File: config.mk
export PLATFORM = sky130hd
export DESIGN_NAME = formant_dp_row
export DESIGN_NICKNAME = d
export VERILOG_FILES = /design/src/rtl/formant_dp_pkg.sv /design/src/rtl/formant_dp_row_minplus_acc.sv /design/src/rtl/formant_dp_row.sv
export SDC_FILE = /design/constraint.sdc
export NUM_CORES = 1
export LEC_CHECK = 0
export CAP_MARGIN = 20
export CORE_MARGIN = 2
export CORE_UTILIZATION = 30
export DETAILED_ROUTE_END_ITERATION = 8
export GPL_ROUTABILITY_DRIVEN = 0
export GPL_TIMING_DRIVEN = 0
export PLACE_DENSITY_LB_ADDON = 0.05
export SLEW_MARGIN = 25
export SYNTH_ARGS = -nofsm -noshare
export SYNTH_HDL_FRONTEND = slang
export SYNTH_SLANG_ARGS = --single-unit
File: constraint.sdc
create_clock -name clk_in -period 9.2 [get_ports clk_in]
set_input_delay 0.92 -clock clk_in [delete_from_list [all_inputs] [get_ports clk_in]]
set_output_delay 0.92 -clock clk_in [all_outputs]
set_load 0.1 [all_outputs]
File: src/rtl/formant_dp_pkg.sv
// Shared types and constants for the formant min-plus DP row engine:
// INF helper, control-state enum and the tag carried alongside each read request.
package formant_dp_pkg;

    localparam int TAG_KW = 8;
    localparam int TAG_JW = 16;

    // Largest finite-looking cost; any path through it is treated as unreachable.
    function automatic logic [63:0] fdp_inf(input int bw);
        return (64'd1 << (bw - 1)) - 64'd1;
    endfunction

    typedef enum logic [1:0] {
        IDLE,
        ISSUE,
        DRAIN
    } fdp_state_t;

    typedef struct packed {
        logic                     valid;
        logic                     first;
        logic                     last;
        logic [TAG_KW-1:0]        k;
        logic signed [TAG_JW-1:0] j;
    } fdp_tag_t;

endpackage

File: src/rtl/formant_dp_row_minplus_acc.sv
// Saturating E+F adder followed by a running-minimum accumulator for one DP row;
// registers the row result on the row's last returning beat.
module minplus_acc
    import formant_dp_pkg::*;
#(
    parameter int BIT_WIDTH = 32,
    parameter int JW        = 9,
    parameter bit TIE_LAST  = 1'b0
) (
    input  logic                 clk_in,
    input  logic                 rst_n_in,
    input  logic                 clr_sat,
    input  logic                 beat_valid,
    input  logic                 beat_first,
    input  logic                 beat_last,
    input  logic                 beat_use_f,
    input  logic signed [JW-1:0] beat_j,
    input  logic [BIT_WIDTH-1:0] e_in,
    input  logic [BIT_WIDTH-1:0] f_in,
    output logic                 wr_valid,
    output logic [BIT_WIDTH-1:0] wr_f,
    output logic signed [JW-1:0] wr_b,
    output logic                 sat
);

    localparam logic [BIT_WIDTH-1:0] INF = BIT_WIDTH'(fdp_inf(BIT_WIDTH));

    logic [BIT_WIDTH:0]   sum;
    logic [BIT_WIDTH-1:0] cand;
    logic [BIT_WIDTH-1:0] acc_f;
    logic [BIT_WIDTH-1:0] base_f;
    logic [BIT_WIDTH-1:0] nxt_f;
    logic signed [JW-1:0] acc_b;
    logic signed [JW-1:0] base_b;
    logic signed [JW-1:0] nxt_b;
    logic                 cand_inf;
    logic                 cand_sat;
    logic                 take;

    // An INF operand propagates as INF without counting as a saturation event.
    always_comb begin
        sum      = {1'b0, e_in} + (beat_use_f ? {1'b0, f_in} : '0);
        cand_inf = (e_in == INF) || (beat_use_f && (f_in == INF));
        cand_sat = 1'b0;
        cand     = sum[BIT_WIDTH-1:0];
        if (cand_inf) begin
            cand = INF;
        end else if (sum > {1'b0, INF}) begin
            cand     = INF;
            cand_sat = 1'b1;
        end
        base_f = beat_first ? INF : acc_f;
        base_b = beat_first ? '0 : acc_b;
        if (TIE_LAST) begin
            take = (cand <= base_f) && (cand != INF);
        end else begin
            take = cand < base_f;
        end
        nxt_f = take ? cand : base_f;
        nxt_b = take ? beat_j : base_b;
    end

    always_ff @(posedge clk_in or negedge rst_n_in) begin
        if (!rst_n_in) begin
            acc_f    <= '0;
            acc_b    <= '0;
            wr_valid <= 1'b0;
            wr_f     <= '0;
            wr_b     <= '0;
            sat      <= 1'b0;
        end else begin
            wr_valid <= beat_valid && beat_last;
            if (beat_valid) begin
                acc_f <= nxt_f;
                acc_b <= nxt_b;
                if (beat_last) begin
                    wr_f <= nxt_f;
                    wr_b <= nxt_b;
                end
            end
            if (clr_sat) begin
                sat <= 1'b0;
            end else if (beat_valid && cand_sat) begin
                sat <= 1'b1;
            end
        end
    end

endmodule

File: src/rtl/formant_dp_row.sv
// Min-plus DP row engine: sweeps all (k, j) reads for frame i back-to-back and writes F(k,i)/B(k,i).
// Define FDP_TIE_LAST_EN to resolve equal-cost ties toward the largest j.
module formant_dp_row
    import formant_dp_pkg::*;
#(
    parameter int BIT_WIDTH  = 32,
    parameter int I          = 160,
    parameter int FORMANTS   = 5,
    parameter int RD_LATENCY = 2
) (
    input  logic                                clk_in,
    input  logic                                rst_n_in,
    input  logic                                start_in,
    input  logic [$clog2(I)-1:0]                i_in,
    output logic                                busy_out,
    output logic                                req_valid_out,
    output logic [$clog2(FORMANTS+1)-1:0]       k_req_out,
    output logic signed [$clog2(I):0]           j_req_out,
    input  logic [BIT_WIDTH-1:0]                e_in,
    input  logic [BIT_WIDTH-1:0]                f_in,
    output logic                                wr_valid_out,
    output logic [$clog2(FORMANTS+1)-1:0]       k_wr_out,
    output logic [BIT_WIDTH-1:0]                f_wr_out,
    output logic signed [$clog2(I):0]           b_wr_out,
    output logic                                done_out,
    output logic                                sat_out
);

    localparam int IW = $clog2(I);
    localparam int KW = $clog2(FORMANTS + 1);
    localparam int JW = IW + 1;
    localparam logic signed [JW-1:0] J_ONE = 1;

`ifdef FDP_TIE_LAST_EN
    localparam bit TIE_LAST = 1'b1;
`else
    localparam bit TIE_LAST = 1'b0;
`endif

    fdp_state_t           state;
    fdp_state_t           state_nxt;
    logic [IW-1:0]        i_reg;
    logic [KW-1:0]        kmax;
    logic [KW-1:0]        kmax_nxt;
    logic [KW-1:0]        k_cnt;
    logic signed [JW-1:0] j_cnt;
    logic signed [JW-1:0] i_m1;
    logic                 row_first;
    logic                 row_last;
    logic                 sweep_last;
    logic                 start_acc;
    int                   kmax_calc;
    fdp_tag_t             issue_tag;
    fdp_tag_t             pipe [RD_LATENCY];
    fdp_tag_t             tag_out;
    logic                 tag_unused;

    assign start_acc  = (state == IDLE) && start_in;
    assign i_m1       = $signed({1'b0, i_reg}) - J_ONE;
    assign row_last   = (k_cnt == KW'(1)) || (j_cnt == i_m1);
    assign sweep_last = row_last && (k_cnt == kmax);
    assign k_req_out  = k_cnt;
    assign j_req_out  = j_cnt;
    assign tag_out    = pipe[RD_LATENCY-1];
    assign tag_unused = ^tag_out.j[TAG_JW-1:JW];

    always_comb begin
        kmax_calc = int'(i_in) + 1;
        if (kmax_calc > FORMANTS) begin
            kmax_calc = FORMANTS;
        end
        kmax_nxt = KW'(kmax_calc);
    end

    always_ff @(posedge clk_in or negedge rst_n_in) begin
        if (!rst_n_in) begin
            state <= IDLE;
        end else begin
            state <= state_nxt;
        end
    end

    always_comb begin
        state_nxt     = state;
        busy_out      = (state != IDLE);
        req_valid_out = (state == ISSUE);
        case (state)
            IDLE:    if (start_in)   state_nxt = ISSUE;
            ISSUE:   if (sweep_last) state_nxt = DRAIN;
            DRAIN:   if (done_out)   state_nxt = IDLE;
            default: state_nxt = IDLE;
        endcase
    end

    // Request walker: row k=1 is the single j=-1 read, row k>1 starts at j=k-2.
    always_ff @(posedge clk_in or negedge rst_n_in) begin
        if (!rst_n_in) begin
            i_reg     <= '0;
            kmax      <= '0;
            k_cnt     <= '0;
            j_cnt     <= '0;
            row_first <= 1'b0;
        end else if (start_acc) begin
            i_reg     <= i_in;
            kmax      <= kmax_nxt;
            k_cnt     <= KW'(1);
            j_cnt     <= -J_ONE;
            row_first <= 1'b1;
        end else if (state == ISSUE) begin
            if (row_last) begin
                k_cnt     <= k_cnt + KW'(1);
                j_cnt     <= $signed(JW'(k_cnt)) - J_ONE;
                row_first <= 1'b1;
            end else begin
                j_cnt     <= j_cnt + J_ONE;
                row_first <= 1'b0;
            end
        end
    end

    always_comb begin
        issue_tag       = '0;
        issue_tag.valid = req_valid_out;
        issue_tag.first = row_first;
        issue_tag.last  = row_last;
        issue_tag.k     = TAG_KW'(k_cnt);
        issue_tag.j     = TAG_JW'(j_cnt);
    end

    always_ff @(posedge clk_in or negedge rst_n_in) begin
        if (!rst_n_in) begin
            for (int s = 0; s < RD_LATENCY; s++) begin
                pipe[s] <= '0;
            end
        end else begin
            pipe[0] <= issue_tag;
            for (int s = 1; s < RD_LATENCY; s++) begin
                pipe[s] <= pipe[s-1];
            end
        end
    end

    // Row index and sweep-complete flag line up with the accumulator's write register.
    always_ff @(posedge clk_in or negedge rst_n_in) begin
        if (!rst_n_in) begin
            done_out <= 1'b0;
            k_wr_out <= '0;
        end else begin
            done_out <= tag_out.valid && tag_out.last && (tag_out.k == TAG_KW'(kmax));
            if (tag_out.valid && tag_out.last) begin
                k_wr_out <= KW'(tag_out.k);
            end
        end
    end

    minplus_acc #(
        .BIT_WIDTH (BIT_WIDTH),
        .JW        (JW),
        .TIE_LAST  (TIE_LAST)
    ) u_acc (
        .clk_in     (clk_in),
        .rst_n_in   (rst_n_in),
        .clr_sat    (start_acc),
        .beat_valid (tag_out.valid),
        .beat_first (tag_out.first),
        .beat_last  (tag_out.last),
        .beat_use_f (tag_out.k != TAG_KW'(1)),
        .beat_j     (JW'(tag_out.j)),
        .e_in       (e_in),
        .f_in       (f_in),
        .wr_valid   (wr_valid_out),
        .wr_f       (f_wr_out),
        .wr_b       (b_wr_out),
        .sat        (sat_out)
    );

endmodule

# Word level (Yosys, flattened, before mapping)
# Cells that the tools add are included.
[op_classes]
addsub = 6
multipliers = 0
n_div = 0
magnitude_cmp = 3
n_eq_ne = 12
shift = 0
muxes = 25
bitwise_logic = 0
reduce_logical = 16
[ops]
columns = ["operator", "count"]
rows = [
  ["32-bit 2-to-1 mux", 5],
  ["32-bit by 31-bit equality test with 1-bit output, second input constant", 2],
  ["9-bit 2-to-1 mux", 5],
  ["32-bit by 33-bit adder with 33-bit output", 1],
  ["33-bit by 31-bit > comparator with 1-bit output, second input constant", 1],
  ["32-bit < comparator", 1],
  ["3-bit 2-to-1 mux", 4],
  ["8-bit by 1-bit adder with 9-bit output, second input constant", 1],
  ["9-bit by 2-bit adder with 9-bit output, second input constant", 1],
  ["9-bit equality test", 1],
  ["9-bit by 3-bit > comparator with 1-bit output, second input constant", 1],
  ["8-bit by 1-bit subtractor with 9-bit output, second input constant", 1],
  ["2-bit nonzero test", 4],
  ["1-bit 2-to-1 mux", 7],
  ["3-bit equality test", 2],
  ["1-bit logical AND", 6],
  ["2-bit 2-to-1 mux", 3],
  ["2-bit one-hot mux with 3 select lines", 1],
  ["2-bit inequality test, second input constant", 2],
  ["2-bit AND reduction", 2],
  ["3-bit by 1-bit subtractor with 4-bit output, second input constant", 1],
  ["3-bit by 1-bit adder with 3-bit output, second input constant", 1],
  ["3-bit by 1-bit equality test with 1-bit output, second input constant", 1],
  ["3-bit by 1-bit inequality test with 1-bit output, second input constant", 1],
  ["6 further kinds", 7],
]
[totals]
register_bits = 144
latchBits = 0
ram_bits = 0
mem_bits_ro = 0
input_bits = 75
out_inout_bits = 61
mem_count = 0

# Logic depth before layout (Yosys ltp)
# Gate-level depths: netlist (run 1).
[depth]
word_depth = 9
depth_mapped = 29
depth_no_buf = 24

# By module
# From an unflattened synthesis (run 1), not the netlist that was laid out.
[unflattened]
cells_unflattened = 1098
area_unflattened_um2 = 9831.9
[by_module_without_submodules]
columns = ["module", "instances", "cells_each", "area_each_um2", "seq_area_each_um2"]
rows = [
  ["minplus_acc", 1, 828, 7004.2, 2102.0],
  ["formant_dp_row", 1, 270, 2827.7, 1501.4],
]

# Worst setup path after synthesis (run 1)
# Ideal clock, no wire load.
[synth_timing]
path_type = "input port to flip-flop"
startpoint = "input port f_in[19]"
endpoint = "register u_acc.acc_b[0]"
setup_ns = 0.121
t_arrival_ns = 5.741
path_slack_ns = 3.338
stages = 25
n_path_buf = 4
cell_sequence = "nor2b_1 ha_1 buf_2 and4_1 nand2_1 nor2_1 a2111oi_4 a211oi_1 or3_1 and2_1 buf_2 a2111oi_4 inv_1 ha_1 nand4_1 nor4_1 o311ai_0 o211ai_1 a311o_1 a2111oi_2 or2_1 buf_6 and2_1 buf_2 a22o_1"
[synth_via]
elab_chain_len = 7
word_cells_on_any_way = 10
classes_between = "add/sub (1); order compare (2); eq/ne (1); mux (4); reduce/logical (2)"
[synth_lines]
columns = ["item", "line_no", "source"]
rows = [
  ["start, declared", "formant_dp_row.sv:20", "input logic [BIT_WIDTH-1:0] f_in,"],
  ["32-bit 2-to-1 mux", "formant_dp_row_minplus_acc.sv:42", "sum = {1'b0, e_in} + (beat_use_f ? {1'b0, f_in} : '0);"],
  ["32-bit by 33-bit adder with 33-bit output", "formant_dp_row_minplus_acc.sv:42", ""],
  ["33-bit by 31-bit > comparator with 1-bit output", "formant_dp_row_minplus_acc.sv:48", "end else if (sum > {1'b0, INF}) begin"],
  ["32-bit 2-to-1 mux", "formant_dp_row_minplus_acc.sv:48", ""],
  ["32-bit 2-to-1 mux (*)", "formant_dp_row_minplus_acc.sv:46", "if (cand_inf) begin"],
  ["32-bit < comparator (*)", "formant_dp_row_minplus_acc.sv:57", "take = cand < base_f;"],
  ["9-bit 2-to-1 mux (*)", "formant_dp_row_minplus_acc.sv:60", "nxt_b = take ? beat_j : base_b;"],
  ["end signal, assigned", "formant_dp_row_minplus_acc.sv:75", "acc_b <= nxt_b;"],
  ["end, declared", "formant_dp_row_minplus_acc.sv:33", "logic signed [JW-1:0] acc_b;"],
]
# Mark *: on every way between the ends. The rest lies on a longest branch, timed or not.
# A chain may end at the register's enable or synchronous reset.

# Final worst setup path (run 1)
[layout_timing]
startpoint = "register pipe[18] in the netlist's numbering"
endpoint = "register u_acc.wr_f[8]"
[layout_via]
elab_chain_len = 8
word_cells_on_any_way = 10
classes_between = "add/sub (1); order compare (2); eq/ne (1); mux (4); reduce/logical (2)"
[layout_lines]
columns = ["item", "line_no", "source"]
rows = [
  ["start, declared", "formant_dp_row.sv:54", "fdp_tag_t pipe [RD_LATENCY];"],
  ["start signal, assigned by index", "formant_dp_row.sv:138", "pipe[s] <= pipe[s-1];"],
  ["3-bit by 1-bit inequality test with 1-bit output (*)", "formant_dp_row.sv:167", ".beat_use_f (tag_out.k != TAG_KW'(1)),"],
  ["32-bit 2-to-1 mux", "formant_dp_row_minplus_acc.sv:42", ""],
  ["32-bit by 33-bit adder with 33-bit output", "formant_dp_row_minplus_acc.sv:42", ""],
  ["33-bit by 31-bit > comparator with 1-bit output", "formant_dp_row_minplus_acc.sv:48", ""],
  ["32-bit 2-to-1 mux", "formant_dp_row_minplus_acc.sv:48", ""],
  ["32-bit 2-to-1 mux (*)", "formant_dp_row_minplus_acc.sv:46", ""],
  ["32-bit < comparator", "formant_dp_row_minplus_acc.sv:57", ""],
  ["32-bit 2-to-1 mux (*)", "formant_dp_row_minplus_acc.sv:59", "nxt_f = take ? cand : base_f;"],
  ["end signal, assigned", "formant_dp_row_minplus_acc.sv:77", "wr_f <= nxt_f;"],
  ["end, declared", "formant_dp_row_minplus_acc.sv:21", "output logic [BIT_WIDTH-1:0] wr_f,"],
]
# Marks and branches as above.

==> results of run 1 <==
final cells by class:
| type | count | area (um^2) | share of cell area [%] |
|---|---|---|---|
| buffer | 59 | 296.5 | 2.490 |
| clock buffer | 17 | 425.4 | 3.573 |
| clock inverter | 15 | 193.9 | 1.629 |
| inverter | 41 | 153.9 | 1.292 |
| multi-input combinational | 797 | 5355 | 44.97 |
| sequential | 144 | 3603 | 30.26 |
| tap | 396 | 495.5 | 4.161 |
| timing repair buffer | 136 | 1384 | 11.62 |
cell usage after synthesis (3+ instances only):
cell,n,share of area (%)
sky130_fd_sc_hd__a211o_1,4,0.37
sky130_fd_sc_hd__a211oi_1,5,0.40
sky130_fd_sc_hd__a21o_1,12,0.96
sky130_fd_sc_hd__a21oi_1,78,4.1
sky130_fd_sc_hd__a221oi_1,3,0.28
sky130_fd_sc_hd__a22o_1,20,1.9
sky130_fd_sc_hd__a22oi_1,4,0.32
sky130_fd_sc_hd__a2bb2oi_1,12,1.1
sky130_fd_sc_hd__a311oi_1,4,0.37
sky130_fd_sc_hd__a31o_2,16,1.5
sky130_fd_sc_hd__a31oi_1,18,1.2
sky130_fd_sc_hd__a32oi_1,3,0.28
sky130_fd_sc_hd__and2_1,7,0.47
sky130_fd_sc_hd__and3_1,6,0.40
sky130_fd_sc_hd__buf_1,4,0.16
sky130_fd_sc_hd__buf_2,15,0.80
sky130_fd_sc_hd__buf_4,4,0.32
sky130_fd_sc_hd__buf_6,4,0.48
sky130_fd_sc_hd__clkbuf_1,31,1.2
sky130_fd_sc_hd__dfrtp_1,144,38
sky130_fd_sc_hd__ha_1,70,9.3
sky130_fd_sc_hd__inv_1,40,1.6
sky130_fd_sc_hd__mux2_2,8,0.96
sky130_fd_sc_hd__mux2i_1,3,0.32
sky130_fd_sc_hd__nand2_1,107,4.3
sky130_fd_sc_hd__nand2b_1,16,1.1
sky130_fd_sc_hd__nand3_1,22,1.2
sky130_fd_sc_hd__nand3b_1,11,0.88
sky130_fd_sc_hd__nand4_1,31,2.1
sky130_fd_sc_hd__nor2_1,82,3.3
sky130_fd_sc_hd__nor2b_1,38,2.5
sky130_fd_sc_hd__nor3_1,14,0.74
sky130_fd_sc_hd__nor3b_1,3,0.24
sky130_fd_sc_hd__nor4_1,11,0.73
sky130_fd_sc_hd__o211ai_1,6,0.48
sky130_fd_sc_hd__o21a_1,7,0.56
sky130_fd_sc_hd__o21ai_0,35,1.9
sky130_fd_sc_hd__o21ai_1,9,0.48
sky130_fd_sc_hd__o21bai_1,4,0.32
sky130_fd_sc_hd__o22a_1,21,2.0
sky130_fd_sc_hd__o31ai_1,21,1.7
sky130_fd_sc_hd__or3_1,6,0.40
sky130_fd_sc_hd__xnor2_1,28,2.6
sky130_fd_sc_hd__xor2_1,11,1.0
cell families (layout without fill, tap and decap cells):
group / after synthesis / after routing / synth area share [%]
other: 1 / 1 / 0.03986
adder cells (fa/ha/maj): 71 / 71 / 9.521
flip-flops: 144 / 144 / 38.30
AND/OR/NAND/NOR: 367 / 367 / 19.31
multiplexers: 11 / 11 / 1.277
buffers and inverters: 100 / 268 / 4.787
XOR/XNOR: 39 / 39 / 3.630
AO/OA/AOI/OAI: 308 / 308 / 23.14
path summary, 6_finish.rpt:
kind                          start              to  slack, ns
max                        pipe[18]   u_acc.wr_f[8]       0.69
min                        pipe[30]         pipe[3]       0.35
max reg2reg                pipe[18]   u_acc.wr_f[8]       0.69
min reg2reg                pipe[30]         pipe[3]       0.35
max in group asynchronous  rst_n_in  u_acc.wr_f[21]       7.98
min in group asynchronous  rst_n_in  u_acc.acc_b[5]       0.43
routing by layer:
metal | routed length, um | up-vias | GRT usage, %
li1 | - | 4145 | -
met1 | 16280 | 4093 | 29.68
met2 | 13220 | 208 | 28.44
met3 | 1202 | 18 | 2.943
met4 | 274 | 0 | 3.642
met5 | 0 | - | 0
worst reg2reg max path, cell delays in order (launching register included):
cell and delay (ns):
sky130_fd_sc_hd__dfrtp_1 0.42, sky130_fd_sc_hd__nor3b_2 0.42, sky130_fd_sc_hd__clkbuf_1 0.39, sky130_fd_sc_hd__nor2b_1 0.10, sky130_fd_sc_hd__ha_1 0.28, sky130_fd_sc_hd__clkbuf_1 0.19, sky130_fd_sc_hd__a21oi_1 0.22, sky130_fd_sc_hd__o21a_1 0.19
sky130_fd_sc_hd__nor2_1 0.09, sky130_fd_sc_hd__a2111oi_4 0.51, sky130_fd_sc_hd__a211oi_1 0.21, sky130_fd_sc_hd__or3_1 0.43, sky130_fd_sc_hd__and2_1 0.14, sky130_fd_sc_hd__buf_2 0.19, sky130_fd_sc_hd__a2111oi_4 0.60, sky130_fd_sc_hd__inv_1 0.10
sky130_fd_sc_hd__ha_1 0.32, sky130_fd_sc_hd__nand4_1 0.17, sky130_fd_sc_hd__nor4_1 0.81, sky130_fd_sc_hd__o311ai_0 0.57, sky130_fd_sc_hd__o211ai_1 0.33, sky130_fd_sc_hd__a311o_1 0.21, sky130_fd_sc_hd__o41ai_1 0.11, sky130_fd_sc_hd__nor2_1 0.50
sky130_fd_sc_hd__clkbuf_1 0.53, sky130_fd_sc_hd__nand2_1 0.15, sky130_fd_sc_hd__a22o_1 0.21
stage by stage:
step | instances | area [um^2] | setup slack (ns) | hold WS, ns
floorplan | 1041 | 9409 | 3.338 | 0.3312
global placement | 1572 | 11260 | 0.3822 | 0.3318
detailed placement | 1573 | 11290 | 0.4187 | 0.3347
CTS | 1605 | 11910 | 0.6146 | 0.3442
global route | 1605 | 11910 | 0.06381 | 0.3564
finish | 1605 | 11910 | 0.6891 | 0.3463
==> impl_results.rst, run 1 <==
.. list-table::
   :header-rows: 1

   * - Metric
     - Value
   * - Number of max-slew violations in the final report
     - 0
   * - Status
     - complete, no violations
   * - Sum Neg Setup Slack
     - 0 ns
   * - Total Routing Usage GR
     - 19.27%
   * - Worst Setup Path Type
     - register to register
   * - TritonCTS clock tree
     - done
   * - Maximum root-to-sink buffer count
     - 2
   * - Drt pass-1 iters
     - 8
   * - Buffering stage count on the worst path with inverters included
     - 5
   * - Maximum number of pins on one net before global-route repair
     - 76
   * - Core region area
     - 30750 um^2
   * - Synthesized netlist cell count
     - 1041
   * - Ratio of cells with drive above 1 in the final layout
     - 7.610%
   * - Initial standard-cell utilization of the core
     - 30.60%
   * - Antenna violation net count after detailed routing
     - 0
   * - Critical Path End Type
     - register
   * - Vias/cell
     - 5.274
   * - Proportion of synthesized chip area in sequential cells
     - 38.30%
   * - Die outline area
     - 32800 um^2
   * - Final routed wirelength across all metal layers
     - 30980 um
   * - Netlist Area Pre-Place
     - 9409 um^2
   * - Final design utilization
     - 38.72%
   * - Maximum frequency from static timing analysis
     - 117.5 MHz
   * - Hold depth
     - 0
   * - DRC errors left
     - 0
   * - Clock insertion delay at the later pin of the skew report
     - 0.43 ns
   * - Synthesis-stage register bit count
     - 144
   * - Io pins
     - 136
   * - Slew HR
     - 30.68%
   * - Setup repair bufs after CTS
     - 0
   * - Worst clock skew
     - 0.01586 ns
   * - Unique cell type count in the Yosys netlist
     - 76
   * - Crit Path Max Fanout
     - 10
   * - Port bufs
     - 135
   * - CP Data Required Time
     - 9.51 ns
   * - Hold Fails Final Rpt
     - 0
   * - Maximum Capacitance Violations
     - 0
   * - Critical path depth
     - 26
   * - Total global routing overflow
     - 0
   * - Clock Sinks
     - 144
   * - Average wire per cell in the routed design
     - 19.30 um
   * - Final worst-path cycle share
     - 92.51%
   * - Number of warnings reported in the yosys synthesis log
     - 0
   * - Critical Path Slowest Stage Cell
     - sky130_fd_sc_hd__nor4_1
   * - Most frequent standard cell in the layout excluding fill and tap cells
     - sky130_fd_sc_hd__dfrtp_1
   * - Clock-pin slew reported for the worst setup and hold paths after clock tree synthesis
     - 0.07 ns
   * - Detailed-placement wirelength estimate
     - 23980 um
   * - Primary FF master, synth
     - sky130_fd_sc_hd__dfrtp_1
   * - Num CTS Buffers
     - 17
   * - Number of H-tree branching levels
     - 4
   * - Hold WC Path Type
     - register to register
   * - Starting DRT DRC Count
     - 570
   * - Kind of start point of the critical path
     - register
   * - Layout overhead on the synthesized area
     - 26.56%
   * - Number of antenna violations at the first check in global routing
     - 0
   * - Critical path's top delay family
     - compound AO/OA/AOI/OAI gates
   * - Share of async-settable or async-resettable flops after synthesis
     - 100.0%
   * - Final worst path period need
     - 8.511 ns
   * - Worst-margin pin slew
     - 1.037 ns
   * - Fillcell total
     - 3124
   * - Height of the die
     - 181.1 um
   * - Delay of the slowest cell on the worst path
     - 0.81 ns
   * - Vias post-DR
     - 8464
   * - Arrival time at the worst endpoint
     - 8.82 ns
   * - Net count after synthesis
     - 1187
   * - Number of standard-cell rows in the floorplan
     - 64
   * - Top flop regs
     - u_acc.acc_f: 32 flops, u_acc.wr_f: 32 flops, pipe: 30 flops
   * - Worst path most repeated cell
     - sky130_fd_sc_hd__clkbuf_1
   * - Number of global-route vias before repair
     - 8484
   * - Leading cell types in the layout, fill and taps excluded
     - sky130_fd_sc_hd__dfrtp_1, sky130_fd_sc_hd__clkdlybuf4s50_1, sky130_fd_sc_hd__nand2_1
   * - Overall die width
     - 181.1 um
   * - Mean instance size in the synthesized netlist
     - 9.038 um^2
   * - Cell chosen for the clock root
     - sky130_fd_sc_hd__clkbuf_16
   * - Global-route wire length before repair
     - 49460 um
   * - Unrepaired setup endpoints after global routing
     - no
   * - Net count reported at finish
     - 1342
   * - Post-CTS Hold Buffers
     - 0
   * - Number of antenna diodes
     - 0
   * - Final setup viols
     - 0
   * - Worst-case reg-to-reg path depth
     - 26
   * - Post-cts gate resize count
     - 0
   * - Number of flops mapped to enable cells by yosys
     - 0
Power of run 1 is left out: the tool's default activity adds up to more than one toggle a clock period on the data nets, which glitch-free logic cannot reach.
==> run 2, diff against run 1 <==
- CORE_UTILIZATION: 30 -> 35
- DONT_BUFFER_PORTS: unset -> 1
- PLACE_DENSITY: unset -> 0.52
- PLACE_DENSITY_LB_ADDON: 0.05 -> unset
==> run 2 against run 1 <==
  * Critical path depth did not move
  * Utilization rose by 0.31 points
  * Sequential share of layout area rose by 4.5 points
  * Non-clock buffer count fell by 136
  * Final cell count fell by 12%
  * First-iteration DRC count rose by 9.5%
  * Register-to-register slack got worse by 0.07 ns
  * Fmax fell by 0.80%
  * Global-route usage rose by 1.1 points
  * Critical path type unchanged
  * Critical endpoint unchanged
  * Largest cell class unchanged
==> impl_results.rst, run 2 (same netlist as run 1, synthesis figures left out) <==
.. list-table::
   :header-rows: 1

   * - Metric
     - Value
   * - Critical Path Slowest Stage Cell
     - sky130_fd_sc_hd__nor4_1
   * - Ratio of cells with drive above 1 in the final layout
     - 9.040% (+1.4 points)
   * - Port bufs
     - 0 (-100%)
   * - Starting DRT DRC Count
     - 624 (+9.5%)
   * - TritonCTS clock tree
     - done
   * - Global-route wire length before repair
     - 44710 um (-9.6%)
   * - Setup repair bufs after CTS
     - 0 (unchanged)
   * - Final worst path period need
     - 8.579 ns (+0.06835 ns)
   * - Arrival time at the worst endpoint
     - 8.88 ns (+0.06 ns)
   * - Clock-pin slew reported for the worst setup and hold paths after clock tree synthesis
     - 0.06 ns (about the same)
   * - Number of antenna diodes
     - 0 (unchanged)
   * - Routing usage on met3
     - 5.618% (+2.7 points)
   * - Maximum Capacitance Violations
     - 0 (unchanged)
   * - Net count reported at finish
     - 1206 (-10%)
   * - CP Data Required Time
     - 9.51 ns (about the same)
   * - Unrepaired setup endpoints after global routing
     - no
   * - Post-cts gate resize count
     - 0 (unchanged)
   * - Drt pass-1 iters
     - 5 (-3)
   * - Highest-utilization routing layer at the global route stage
     - met2
   * - Number of H-tree branching levels
     - 4 (unchanged)
   * - Hold WC Path Type
     - input port to async pin
   * - Clock insertion delay at the later pin of the skew report
     - 0.42 ns (about the same)
   * - Worst clock skew
     - 0.007656 ns (-0.008204 ns)
   * - Fillcell total
     - 2659 (-15%)
   * - Worst-margin pin slew
     - 1.101 ns (+0.06426 ns)
   * - Antenna violation net count after detailed routing
     - 0 (unchanged)
   * - Kind of start point of the critical path
     - register
   * - Number of global-route vias before repair
     - 7964 (-6.1%)
   * - Delay of the slowest cell on the worst path
     - 0.78 ns (-0.03 ns)
   * - Maximum root-to-sink buffer count
     - 2 (unchanged)
   * - Number of antenna violations at the first check in global routing
     - 0 (unchanged)
   * - Sum Neg Setup Slack
     - 0 ns (unchanged)
   * - Crit Path Max Fanout
     - 10 (unchanged)
   * - Number of standard-cell rows in the floorplan
     - 60 (-6.3%)
   * - Cell chosen for the clock root
     - sky130_fd_sc_hd__clkbuf_16
   * - Top flop regs
     - u_acc.acc_f: 32 flops, u_acc.wr_f: 32 flops, pipe: 30 flops
   * - Maximum number of pins on one net before global-route repair
     - 145 (+91%)
   * - Num CTS Buffers
     - 17 (unchanged)
   * - Worst Setup Path Type
     - register to register
   * - DRC errors left
     - 0 (unchanged)
   * - Height of the die
     - 168.0 um (-7.3%)
   * - Overall die width
     - 168.0 um (-7.3%)
   * - Post-CTS Hold Buffers
     - 0 (unchanged)
   * - Detailed-placement wirelength estimate
     - 21300 um (-11%)
   * - Most frequent standard cell in the layout excluding fill and tap cells
     - sky130_fd_sc_hd__dfrtp_1
   * - Critical Path End Type
     - register
   * - Met1 track demand over resource in global routing
     - 28.26% (-1.4 points)
   * - Total global routing overflow
     - 0 (unchanged)
   * - Final routed wirelength across all metal layers
     - 28000 um (-9.6%)
   * - Hold Fails Final Rpt
     - 0 (unchanged)
   * - Die outline area
     - 28210 um^2 (-14%)
   * - Met2 Track Usage GR
     - 31.30% (+2.9 points)
   * - Final setup viols
     - 0 (unchanged)
   * - Vias post-DR
     - 7923 (-6.4%)
   * - Leading cell types in the layout, fill and taps excluded
     - sky130_fd_sc_hd__dfrtp_1, sky130_fd_sc_hd__nand2_1, sky130_fd_sc_hd__nor2_1
   * - Io pins
     - 136 (unchanged)
   * - Core region area
     - 26650 um^2 (-13%)
   * - Average wire per cell in the routed design
     - 19.80 um (+2.6%)
   * - Area taken by flip-flops and latches
     - 3613 um^2 (+0.28%)
   * - Combined area of the multi-input logic cells
     - 5355 um^2 (unchanged)
   * - Status
     - complete, no violations
   * - Initial standard-cell utilization of the core
     - 35.31% (+4.7 points)
   * - Maximum frequency from static timing analysis
     - 116.6 MHz (-0.80%)
   * - Slew HR
     - 26.61% (-4.1 points)
   * - Layout overhead on the synthesized area
     - 10.57%
   * - Clock Sinks
     - 144 (unchanged)
   * - Total Routing Usage GR
     - 20.34% (+1.1 points)
   * - Vias/cell
     - 5.603 (+6.3%)
   * - Number of max-slew violations in the final report
     - 0 (unchanged)
   * - Final worst-path cycle share
     - 93.25% (+0.74 points)
run 2: area by class of cell:
class	instances	area share, %
Buffer	59	2.850
Clock buffer	19	4.257
Clock inverter	13	1.106
Inverter	41	1.479
Multi-Input combinational cell	797	51.47
Sequential cell	144	34.73
Tap cell	341	4.101
run 2: path summary, 6_finish.rpt:
kind | start | end | slack [ns] | cells after the start
min in group clk_in | pipe[34] | pipe[7] | 0.35 | 0
hold reg to reg | pipe[34] | pipe[7] | 0.35 | 0
setup / recovery | pipe[17] | u_acc.wr_f[8] | 0.62 | 26
max in group asynchronous | rst_n_in | k_req_out[0] | 8.82 | 0
hold / removal | rst_n_in | u_acc.wr_b[4] | 0.20 | 0
setup reg to reg | pipe[17] | u_acc.wr_f[8] | 0.62 | 26
run 2: layer usage:
metal  share of wire [%]  wire (um)  up-vias
li1                    -          -     3856
met1                  47      13290     3860
met2                  44      12400      180
met3                 6.6       1843       27
met4                 1.7        472        0
met5                   0          0        -
run 2: critical path, delay by kind of cell (launching register included):
family	cells	cell delay, ns
and+or+nand+nor	11	3.50
buffers and inverters	5	1.61
AOI/OAI and AO/OA	8	2.50
DFF	1	0.41
adders and majority gates	2	0.43
run 2: through the flow:
| step | setup slack (ns) | util, % | instances | hold WS (ns) | area (um^2) |
|---|---|---|---|---|---|
| finish | 0.6208 | 39.04 | 1414 | 0.1958 | 10400 |
| global route | 0.1316 | 39.04 | 1414 | 0.1722 | 10400 |
| global placement | 0.8337 | 36.91 | 1382 | 0.3315 | 9836 |
| CTS | 0.7427 | 39.03 | 1414 | 0.1754 | 10400 |
| floorplan | 3.338 | - | 1041 | 0.3312 | 9409 |
| detailed placement | 0.7792 | 36.93 | 1382 | 0.3347 | 9843 |
Power of run 2 is left out for the same reason.
